### config.mk
export PLATFORM = sky130hd
export DESIGN_NAME = evm_booth_arbiter
export DESIGN_NICKNAME = d
export VERILOG_FILES = /design/src/rtl/evm_pkg.sv /design/src/rtl/evm_rr_arbiter.sv /design/src/rtl/evm_booth_arbiter.sv
export SDC_FILE = /design/constraint.sdc
export NUM_CORES = 1
export LEC_CHECK = 0
export CORE_ASPECT_RATIO = 1.2
export CORE_MARGIN = 4
export CORE_UTILIZATION = 53
export DETAILED_ROUTE_END_ITERATION = 7
export GPL_TIMING_DRIVEN = 0
export HOLD_SLACK_MARGIN = 0.06
export PLACE_DENSITY = 0.76
export SYNTH_ARGS = -nofsm -noshare
export SYNTH_HDL_FRONTEND = slang
export SYNTH_SLANG_ARGS = --single-unit
### constraint.sdc
create_clock -name clk -period 3.05 [get_ports clk]
set_input_delay 0.305 -clock clk [delete_from_list [all_inputs] [get_ports clk]]
set_output_delay 0.305 -clock clk [all_outputs]
set_load 0.01 [all_outputs]
### src/rtl/evm_pkg.sv
// Shared types for the EVM multi-booth front end: session states and candidate codes.
package evm_pkg;

    typedef enum logic [1:0] {
        OFF     = 2'b00,
        OPEN    = 2'b01,
        CLOSING = 2'b10,
        DONE    = 2'b11
    } evm_state_e;

    typedef enum logic [1:0] {
        CAND_NONE = 2'b00,
        CAND_1    = 2'b01,
        CAND_2    = 2'b10,
        CAND_3    = 2'b11
    } cand_e;

    localparam int NUM_CAND = 3;

endpackage

### src/rtl/evm_rr_arbiter.sv
// Combinational one-hot booth pick; round-robin from ptr, or lowest index first
// when EVM_FIXED_PRIO_EN is defined (ptr is then ignored).
module evm_rr_arbiter #(
    parameter  int NUM_BOOTHS = 4,
    localparam int PTR_W      = $clog2(NUM_BOOTHS)
) (
    input  logic [NUM_BOOTHS-1:0] req,
    input  logic [PTR_W-1:0]      ptr,
    output logic [NUM_BOOTHS-1:0] pick,
    output logic [PTR_W-1:0]      pick_idx,
    output logic                  pick_valid
);

    always_comb begin
        pick       = '0;
        pick_idx   = '0;
        pick_valid = 1'b0;
`ifdef EVM_FIXED_PRIO_EN
        for (int i = NUM_BOOTHS - 1; i >= 0; i--) begin
            if (req[i]) begin
                pick       = '0;
                pick[i]    = 1'b1;
                pick_idx   = PTR_W'(i);
                pick_valid = 1'b1;
            end
        end
`else
        for (int off = 0; off < NUM_BOOTHS; off++) begin
            for (int i = 0; i < NUM_BOOTHS; i++) begin
                // booth i sits 'off' places after the pointer
                if (!pick_valid && req[i] && ((int'(ptr) + off) % NUM_BOOTHS) == i) begin
                    pick[i]    = 1'b1;
                    pick_idx   = PTR_W'(i);
                    pick_valid = 1'b1;
                end
            end
        end
`endif
    end

endmodule

### src/rtl/evm_booth_arbiter.sv
// Multi-booth EVM front end: session FSM, shared candidate counters, winner/result readout.
// EVM_FIXED_PRIO_EN selects fixed lowest-index booth priority instead of round-robin.
//
// state   | meaning
// OFF     | idle; requests refused; switch_on_evm opens a session (counters clear)
// OPEN    | one armed booth served per cycle
// CLOSING | single cycle; winner latched from final counts
// DONE    | results/winner readable; switch_on_evm low returns to OFF
module evm_booth_arbiter
    import evm_pkg::*;
#(
    parameter int NUM_BOOTHS = 4,
    parameter int CNT_W      = 8
) (
    input  logic                    clk,
    input  logic                    rst,
    input  logic                    switch_on_evm,
    input  logic                    voting_session_done,
    input  logic [NUM_BOOTHS-1:0]   booth_req,
    input  logic [2*NUM_BOOTHS-1:0] booth_cand,
    output logic [NUM_BOOTHS-1:0]   booth_gnt,
    output logic [NUM_BOOTHS-1:0]   booth_rej,
    input  logic [1:0]              display_results,
    input  logic                    display_winner,
    output logic [CNT_W-1:0]        results,
    output logic [1:0]              candidate_name,
    output logic                    invalid_results,
    output logic                    voting_in_progress,
    output logic                    voting_done
);

    localparam int PTR_W = $clog2(NUM_BOOTHS);

    evm_state_e              state, state_nxt;
    logic [CNT_W-1:0]        cnt [NUM_CAND];
    logic [NUM_BOOTHS-1:0]   armed, req_eff, pick, gnt_nxt, rej_nxt;
    logic [PTR_W-1:0]        ptr, pick_idx;
    logic                    pick_valid;
    cand_e                   pick_cand, win_code, win_code_nxt;
    logic                    win_invalid;
    logic [CNT_W+1:0]        sum_w;
    logic [CNT_W-1:0]        total, sel_cnt;
    logic                    session_start;

    assign req_eff       = booth_req & armed;
    assign session_start = (state == OFF) && switch_on_evm;

    evm_rr_arbiter #(.NUM_BOOTHS(NUM_BOOTHS)) u_arb (
        .req        (req_eff),
        .ptr        (ptr),
        .pick       (pick),
        .pick_idx   (pick_idx),
        .pick_valid (pick_valid)
    );

    always_comb begin
        state_nxt = state;
        case (state)
            OFF:     if (switch_on_evm)       state_nxt = OPEN;
            OPEN:    if (voting_session_done) state_nxt = CLOSING;
            CLOSING:                          state_nxt = DONE;
            DONE:    if (!switch_on_evm)      state_nxt = OFF;
            default:                          state_nxt = OFF;
        endcase
    end

    always_comb begin
        pick_cand = CAND_NONE;
        for (int i = 0; i < NUM_BOOTHS; i++) begin
            if (pick[i]) pick_cand = cand_e'(booth_cand[2*i +: 2]);
        end
    end

    // Outside OPEN every armed requester is refused at once, multi-hot.
    always_comb begin
        gnt_nxt = '0;
        rej_nxt = '0;
        if (state == OPEN) begin
            if (pick_valid) begin
                if (pick_cand == CAND_NONE) rej_nxt = pick;
                else                        gnt_nxt = pick;
            end
        end else begin
            rej_nxt = req_eff;
        end
    end

    always_comb begin
        sum_w = {2'b00, cnt[0]} + {2'b00, cnt[1]} + {2'b00, cnt[2]};
        total = (|sum_w[CNT_W+1:CNT_W]) ? '1 : sum_w[CNT_W-1:0];
        case (display_results)
            2'b00:   sel_cnt = total;
            2'b01:   sel_cnt = cnt[0];
            2'b10:   sel_cnt = cnt[1];
            default: sel_cnt = cnt[2];
        endcase
    end

    always_comb begin
        win_code_nxt = CAND_NONE;
        if      (cnt[0] > cnt[1] && cnt[0] > cnt[2]) win_code_nxt = CAND_1;
        else if (cnt[1] > cnt[0] && cnt[1] > cnt[2]) win_code_nxt = CAND_2;
        else if (cnt[2] > cnt[0] && cnt[2] > cnt[1]) win_code_nxt = CAND_3;
    end

`ifdef EVM_FIXED_PRIO_EN
    assign ptr = '0;
`else
    always_ff @(posedge clk or posedge rst) begin
        if (rst) begin
            ptr <= '0;
        end else if (state == OPEN && pick_valid) begin
            ptr <= (pick_idx == PTR_W'(NUM_BOOTHS - 1)) ? '0 : pick_idx + PTR_W'(1);
        end
    end
`endif

    always_ff @(posedge clk or posedge rst) begin
        if (rst) begin
            state              <= OFF;
            for (int c = 0; c < NUM_CAND; c++) cnt[c] <= '0;
            armed              <= '1;
            booth_gnt          <= '0;
            booth_rej          <= '0;
            win_code           <= CAND_NONE;
            win_invalid        <= 1'b0;
            results            <= '0;
            candidate_name     <= CAND_NONE;
            invalid_results    <= 1'b0;
            voting_in_progress <= 1'b0;
            voting_done        <= 1'b0;
        end else begin
            state     <= state_nxt;
            // re-arm only once the booth has let its request go
            armed     <= (armed & ~(gnt_nxt | rej_nxt)) | ~booth_req;
            booth_gnt <= gnt_nxt;
            booth_rej <= rej_nxt;
            for (int c = 0; c < NUM_CAND; c++) begin
                if (session_start) begin
                    cnt[c] <= '0;
                end else if ((|gnt_nxt) && int'(pick_cand) == c + 1 && cnt[c] != '1) begin
                    cnt[c] <= cnt[c] + CNT_W'(1);
                end
            end
            if (state == CLOSING) begin
                win_code    <= win_code_nxt;
                win_invalid <= (win_code_nxt == CAND_NONE);
            end
            results            <= (state == DONE) ? sel_cnt : '0;
            candidate_name     <= (state == DONE && display_winner) ? win_code : CAND_NONE;
            invalid_results    <= (state == DONE) && display_winner && win_invalid;
            voting_in_progress <= (state_nxt == OPEN);
            voting_done        <= (state_nxt == DONE);
        end
    end

endmodule

* Word level (Yosys, flattened, before mapping)
Cells that the tools add are included.
** Storage, ports and cells
- Register bits after elaboration :: 56
- Input bits :: 19
- Output and inout bits :: 21
** Cells by class
- Add/sub/neg operators :: 9
- $lt $le $gt $ge :: 6
- Equality and inequality tests :: 26
- Mux-type cells :: 74
- Bitwise gates (word level) :: 9
- Reduce and logical (&&, ||, !) cells :: 75
** Operators with widths (count)
- $logic_not 32->1 :: 4
- $mux 8 :: 8
- $mux 2 :: 26
- $gt 8x8->1 :: 6
- $logic_and 1x1->1 :: 44
- $mux 1 :: 32
- $add 8x1->8 const B :: 3
- $mux 4 :: 6
- $ne 8x8->1 const B :: 3
- $pmux 8 s3 :: 1
- $eq 2x2->1 const B :: 9
- $eq 3x3->1 const B :: 6
- $logic_not 1->1 :: 15
- $add 9x8->10 :: 1
- $eq 2x1->1 const B :: 5
- $add 8x8->9 :: 1
- $eq 3x2->1 const B :: 3
- $and 4x4->4 :: 2
- $logic_not 2->1 :: 4
- $not 4->4 :: 2
- $or 4x4->4 :: 2
- $pmux 2 s4 :: 1
- $reduce_or 2->1 :: 4
- $reduce_bool 2->1 :: 3
- other kinds (4) :: 8

* Longest topological paths before layout
Gate-level depths: netlist (run 1).
- Word-level depth :: 73
- Gate-level depth with buffers :: 13

* By module
From an unflattened synthesis (run 1), not the netlist that was laid out.
** Unflattened totals
- Cells, all modules :: 442
- Area, all modules :: 4008.8 µm²
** By module, submodules not included
- evm_booth_arbiter :: instances 1, cells each 415, area each 3860.0 µm²
- evm_rr_arbiter :: instances 1, cells each 27, area each 148.9 µm²

* Worst setup path before layout (run 1)
Ideal clock, no wire load.
- Path type :: register to register
- Start :: reg cnt[2] (netlist name)
- End :: reg results[0]
- Library setup time :: 0.141 ns
- Arrival :: 2.732 ns
- Data required time :: 2.909 ns
- Slack :: 0.177 ns
- Cell stages (with the launch flop) :: 10
- Clock period less this slack :: 2.873 ns
- Path through :: dfrtp_1 -> fa_1 -> ha_1 -> a21o_1 -> a21oi_1 -> o21bai_1 -> a2111o_1 -> o211ai_1 -> nor3b_1 -> a221oi_1
** On the way
- Word-level cells in the longest chain between the ends :: 5
** Ends and longest elaborated chain
- from (decl) :: RTL line evm_booth_arbiter.sv:35 : logic [CNT_W-1:0] cnt [NUM_CAND];
- from (signal, indexed assignment) :: RTL line evm_booth_arbiter.sv:142 : cnt[c] <= cnt[c] + CNT_W'(1);
- $add 9x8->10 :: RTL line evm_booth_arbiter.sv:89 : sum_w = {2'b00, cnt[0]} + {2'b00, cnt[1]} + {2'b00, cnt[2]};
- $reduce_or 2->1 :: RTL line evm_booth_arbiter.sv:90 : total = (|sum_w[CNT_W+1:CNT_W]) ? '1 : sum_w[CNT_W-1:0];
- $mux 8 :: RTL line evm_booth_arbiter.sv:90
- $pmux 8 s3 :: RTL line evm_booth_arbiter.sv:91 : case (display_results)
- $mux 8 :: RTL line evm_booth_arbiter.sv:149 : results <= (state == DONE) ? sel_cnt : '0;
- to (signal assigned) :: RTL line evm_booth_arbiter.sv:149
- to (decl) :: RTL line evm_booth_arbiter.sv:25 : output logic [CNT_W-1:0] results,
No other way between the ends.
A chain may end at the register's enable or synchronous reset.

* Worst setup path in the final report (run 1)
- Start :: reg cnt[9] (netlist name)
- End :: reg results[0]
** On the way
- Word-level cells in the longest chain between the ends :: 6
** Ends and longest elaborated chain (RTL line)
- $add 8x8->9 :: evm_booth_arbiter.sv:89
- $add 9x8->10 :: evm_booth_arbiter.sv:89
- $reduce_or 2->1 :: evm_booth_arbiter.sv:90
- $mux 8 :: evm_booth_arbiter.sv:90
- $pmux 8 s3 :: evm_booth_arbiter.sv:91
- $mux 8 :: evm_booth_arbiter.sv:149
No other way between the ends.

==> results of run 1 <==
-- where the power goes --
part	internal, uW	switching [uW]	total, uW
combinational	659	821	1480
clock	170	275	445
sequential	898	119	1020
total	1730	1210	2940
-- per-layer routing --
metal / track usage / up-vias
li1: - / 1729
met1: 0.310 / 1776
met2: 0.388 / 153
met3: 0.0378 / 35
met4: 0.0788 / 0
met5: 0 / -
-- what timing repair did --
action,in CTS,in global routing
gates resized for setup,9,11
endpoints found under the hold margin,0,0
setup endpoints to repair,3,9
pin swaps,1,3
gates cloned,0,1
buffers inserted,2,8
-- metrics by stage --
stage,worst slack (ns),total power [uW],setup TNS [ns],instances
after CTS,0.00243,2860,0,580
after global routing,-0.0200,3170,-0.0495,589
final,0.0770,2940,0,589
after detailed placement,-0.301,2400,-1.52,570
after floorplan,0.177,1970,0,443
after global placement,-0.233,2350,-1.35,569
-- synth_stat cells (4+ instances only) --
master	count	area, um2
nor3b_1	6	45.0
ha_1	34	425
a21o_1	10	75.1
o21ai_0	22	110
nand2_1	45	169
and3_1	9	56.3
a221oi_1	6	52.6
o211ai_1	8	60.1
nor4_1	4	25.0
nor2b_1	11	68.8
nand2b_1	6	37.5
nand3_1	8	40.0
fa_1	9	180
nand4_1	10	62.6
xnor2_1	8	70.1
nor2_1	28	105
inv_1	30	113
mux2i_1	18	180
a21oi_1	23	115
nor3_1	11	55.1
dfstp_2	4	105
dfrtp_1	52	1300
clkbuf_1	8	30.0
-- sequential cells by signal (all words and copies together) (netlist names), 2 cells and up --
register        count
armed               4
booth_gnt           4
booth_rej           4
candidate_name      2
cnt                24
ptr                 2
results             8
state               2
win_code            2
-- final cells by class --
cell class              count  share of cell area
inverters                  30              0.0232
well taps                  90              0.0232
clock inverters             3             0.00541
clock buffers               5              0.0142
multi-input cells         343               0.531
repair buffers             47              0.0938
flip-flops and latches     56               0.292
plain buffers              15              0.0178
-- path summary, 6_finish.rpt --
kind                                              start                            to  slack [ns]
worst max-delay path                 cnt[9]$_DFFE_PP0P_          results[0]$_DFF_PP0_        0.08
worst min register to register  win_code[1]$_DFFE_PP0P_       win_code[1]$_DFFE_PP0P_        0.49
min in group asynchronous                           rst  voting_in_progress$_DFF_PP0_        0.24
worst min-delay path                       booth_req[1]            armed[1]$_DFF_PP1_        0.17
worst max register to register       cnt[9]$_DFFE_PP0P_          results[0]$_DFF_PP0_        0.08
max in group asynchronous                           rst            armed[1]$_DFF_PP1_        2.21
-- cell families after synthesis --
group,share of synthesized area
and+or+nand+nor,0.209
AOI/OAI and AO/OA,0.187
DFF,0.341
buffers and inverters,0.0483
adders and majority gates,0.147
muxes,0.0437
xor gates and xnor gates,0.0234
==> impl_metrics.ini, run 1 <==
[critical_path]
crit_fanout = 6
critPathMaxStageDelay_ns = 0.53
critPathSlowestCell = fa_1
crit_buf_inv = 1
critical_path.top_delay_family = adder cells
critPathArrivalTime_ns = 3.19
crit_cells = 11
crit_path_frequent_cell = fa_1
cp-end-kind = flop
path_cells = fa_1 -> ha_1 -> inv_1 -> fa_1 -> nor2b_2 -> o21ai_0 -> nor4b_2 -> nand4_1 -> o211ai_1 -> nor3b_4 -> a221oi_2
required_ns = 3.27
path_class = reg2reg
crit_path_start_kind = flop
worstRegToRegCells = 11

[routing]
vias = 3693
ant_nets = 0
wl_met2_um = 5390
wl_met1_um = 4450
routed-wl-met3_um = 657
avgRoutedWirePerCell_um = 18.3
viasPerCell = 6.27
dr.pass1.iters = 5
drc = 0
drt_iter0_drc = 218
routed.top_layer = met4
routed_wl_um = 10800

[layout]
design_area_um2 = 4860
fillCellCount = 643
multi_input_area_um2 = 2580
final_common_cell = nand2_1
final_cell_mix = nand2_1 (45), dfrtp_1 (43), clkdlybuf4s50_1 (36)
finish.utilization = 0.656
syn2layout_area_growth_pct = 17.9
diodes = 0
layout-drive-gt1-share = 0.132
nNetsFinal = 560
regArea_um2 = 1420

[synth]
synthArstFlopShare = 1.00
avgSynthCellArea_um2 = 9.30
ys.warnings.count = 0
synth_area_um2 = 4120
synth_cell_types = 73
yosysSeqAreaShare = 0.341
synth_ff_type = dfrtp_1
synth-seq-cells = 56
netlist_instances = 443
synth-edff-count = 0
syn_nets = 505

[place]
dpl.hpwl_um = 7860
placed_area_um2 = 4610
place.gp.congestion = 0.899
port_buffers = 36

[timing]
period_share = 0.975
max_freq_mhz = 336
setup_viol = 0
drv_slew = 0
hold_ws_ns = 0.174
min_period_ns = 2.97
skew_ns = 0.00737
finalHoldViolCount = 0
slew_headroom = 0.469
tightest_slew_ns = 0.794

[clock_tree]
cts.sink_count = 56
numCtsBuffers = 5
holdBufCountCts = 0
h-tree-depth = 2
clock_latency_ns = 0.32
root_buffer = clkbuf_8
clk_pin_slew_ns = 0.11
cts_tree = yes
cts_buffer_depth = 2

[floorplanning]
die_area_um2 = 9250
rows = 34
io_pins = 40
die_y_um = 105
core_um2 = 7400
start_util = 0.557
die_x_um = 88.5

[global_routing]
antenna_found_initial = 0
grt_max_degree = 43
grt_use_total = 0.235
grt_pass1_wl_um = 17400
grt_pass1_vias = 3573
overflow = 0

[pwr]
power.leakage_uw = 0.00220
powerDensity_nw_per_um2 = 606
vdd_drop_max_mv = 0.353

[job]
cap_violations = 0

[outcome]
outcome = finished clean

[worst_hold_path]
hold_path_class = in2reg
min_path_cells = 2
(Power assumes the default switching activity.)
==> run 2, diff against run 1 <==
- SKIP_CTS_REPAIR_TIMING: unset -> 1
==> run 2 against run 1 <==
  * Sequential power hardly changed
  * Clock-buffer cell count stayed put
  * Sequential cell count is the same
  * Critical path depth unchanged
  * Cell count up 1.4%
  * Wire length rose by 0.85%
  * Utilization rose by 0.79 points
  * Setup slack worse by 0.050 ns
  * Register-to-register slack worse by 0.05 ns
  * Clock power is 0.9% lower
  * Largest power group unchanged
  * Highest routed layer unchanged
==> impl_metrics.ini, run 2 (synthesized netlist as in run 1, its figures left out) <==
[outcome]
outcome = finished clean

[pwr]
power.leakage_uw = 0.00223
vdd_drop_max_mv = 0.352
powerDensity_nw_per_um2 = 607

[floorplanning]
core_um2 = 7400
start_util = 0.557
die_y_um = 105
die_area_um2 = 9250
rows = 34
die_x_um = 88.5
io_pins = 40

[layout]
final_cell_mix = nand2_1 (45), dfrtp_1 (43), clkdlybuf4s50_1 (36)
syn2layout_area_growth_pct = 19.3
nNetsFinal = 568
finish.utilization = 0.664
fillCellCount = 639
largest_register_ffs = 24
largestRegisters = cnt: 24 flops, results: 8 flops
regMostFlops = cnt
design_area_um2 = 4920
final_common_cell = nand2_1
diodes = 0
layout-drive-gt1-share = 0.150

[global_routing]
overflow = 0
antenna_found_initial = 0
grt_use_total = 0.230
grt_pass1_vias = 3518
grt_max_degree = 43
grt_pass1_wl_um = 17100

[clock_tree]
root_buffer = clkbuf_8
cts_tree = yes
h-tree-depth = 2
cts.sink_count = 56
numCtsBuffers = 5
clock_latency_ns = 0.32
clk_pin_slew_ns = 0.11
cts_buffer_depth = 2

[timing]
period_share = 0.991
fin_setup_tns_ns = 0
drv_slew = 0
setup_viol = 0
min_period_ns = 3.02
max_freq_mhz = 331
tightest_slew_ns = 0.833
finalHoldViolCount = 0
slew_headroom = 0.444
skew_ns = 0.00990

[critical_path]
path_class = reg2reg
critPathSlowestCell = fa_1
critical_path.top_delay_family = adder cells
crit_buf_inv = 1
critPathArrivalTime_ns = 3.25
critPathMaxStageDelay_ns = 0.56
cp-end-kind = flop
required_ns = 3.27
crit_path_start_kind = flop
path_cells = fa_1 -> ha_2 -> inv_1 -> fa_2 -> nor2b_2 -> o21ai_1 -> nor4b_2 -> nand4_1 -> o211ai_1 -> nor3b_4 -> a221oi_2
crit_cells = 11
crit_fanout = 6
worstRegToRegCells = 11

[routing]
routed_wl_um = 10900
drt_iter0_drc = 258
viasPerCell = 6.22
vias = 3716
ant_nets = 0
dr.pass1.iters = 5
avgRoutedWirePerCell_um = 18.2
drc = 0

[job]
cap_violations = 0

[worst_hold_path]
hold_path_class = in2reg
min_path_cells = 2

[place]
placed_area_um2 = 4610
port_buffers = 36
place.gp.congestion = 0.899
dpl.hpwl_um = 7860
[run 2: path summary, 6_finish.rpt]
path                                          from                            to  slack (ns)
min                                   booth_req[1]            armed[1]$_DFF_PP1_        0.18
min in group asynchronous                      rst  voting_in_progress$_DFF_PP0_        0.24
max                             cnt[9]$_DFFE_PP0P_          results[0]$_DFF_PP0_        0.03
min reg2reg                win_code[1]$_DFFE_PP0P_       win_code[1]$_DFFE_PP0P_        0.49
max in group asynchronous                      rst            armed[1]$_DFF_PP1_        2.20
max reg2reg                     cnt[9]$_DFFE_PP0P_          results[0]$_DFF_PP0_        0.03
[run 2: worst reg2reg max path, stage by stage, from the launching register on]
cell	delay (ns)
dfrtp_2	0.49
fa_1	0.57
ha_2	0.19
inv_1	0.05
fa_2	0.35
nor2b_2	0.15
o21ai_1	0.11
nor4b_2	0.18
nand4_1	0.09
o211ai_1	0.21
nor3b_4	0.24
a221oi_2	0.31
[run 2: per-stage QoR]
stage / setup slack (ns) / hold WS, ns / total power (uW) / instances
after CTS: -0.311 / 0.184 / 2830 / 578
after detailed placement: -0.301 / 0.469 / 2400 / 570
after floorplan: 0.177 / 0.373 / 1970 / 443
final: 0.0272 / 0.179 / 2990 / 597
after global routing: -0.111 / 0.169 / 3220 / 597
after global placement: -0.233 / 0.465 / 2350 / 569
[run 2: cell type report]
cell class | count | area, um2 | area share
Tap cell | 90 | 113 | 0.0229
Inverter | 30 | 113 | 0.0229
Multi-Input combinational cell | 343 | 2580 | 0.524
Sequential cell | 56 | 1420 | 0.288
Clock inverter | 3 | 26.3 | 0.00534
Timing Repair Buffer | 55 | 515 | 0.105
Buffer | 15 | 86.3 | 0.0176
Clock buffer | 5 | 68.8 | 0.0140
[run 2: layer usage]
layer  share of wire  global-route usage  wire length (um)
met4           0.030              0.0756               326
met2            0.50               0.380              5450
met3           0.054              0.0354               591
met5               0                   0                 0
met1            0.42               0.306              4520
[run 2: power by group]
group,switching (uW),internal [uW]
logic,834,695
clock network,271,170
registers,117,898
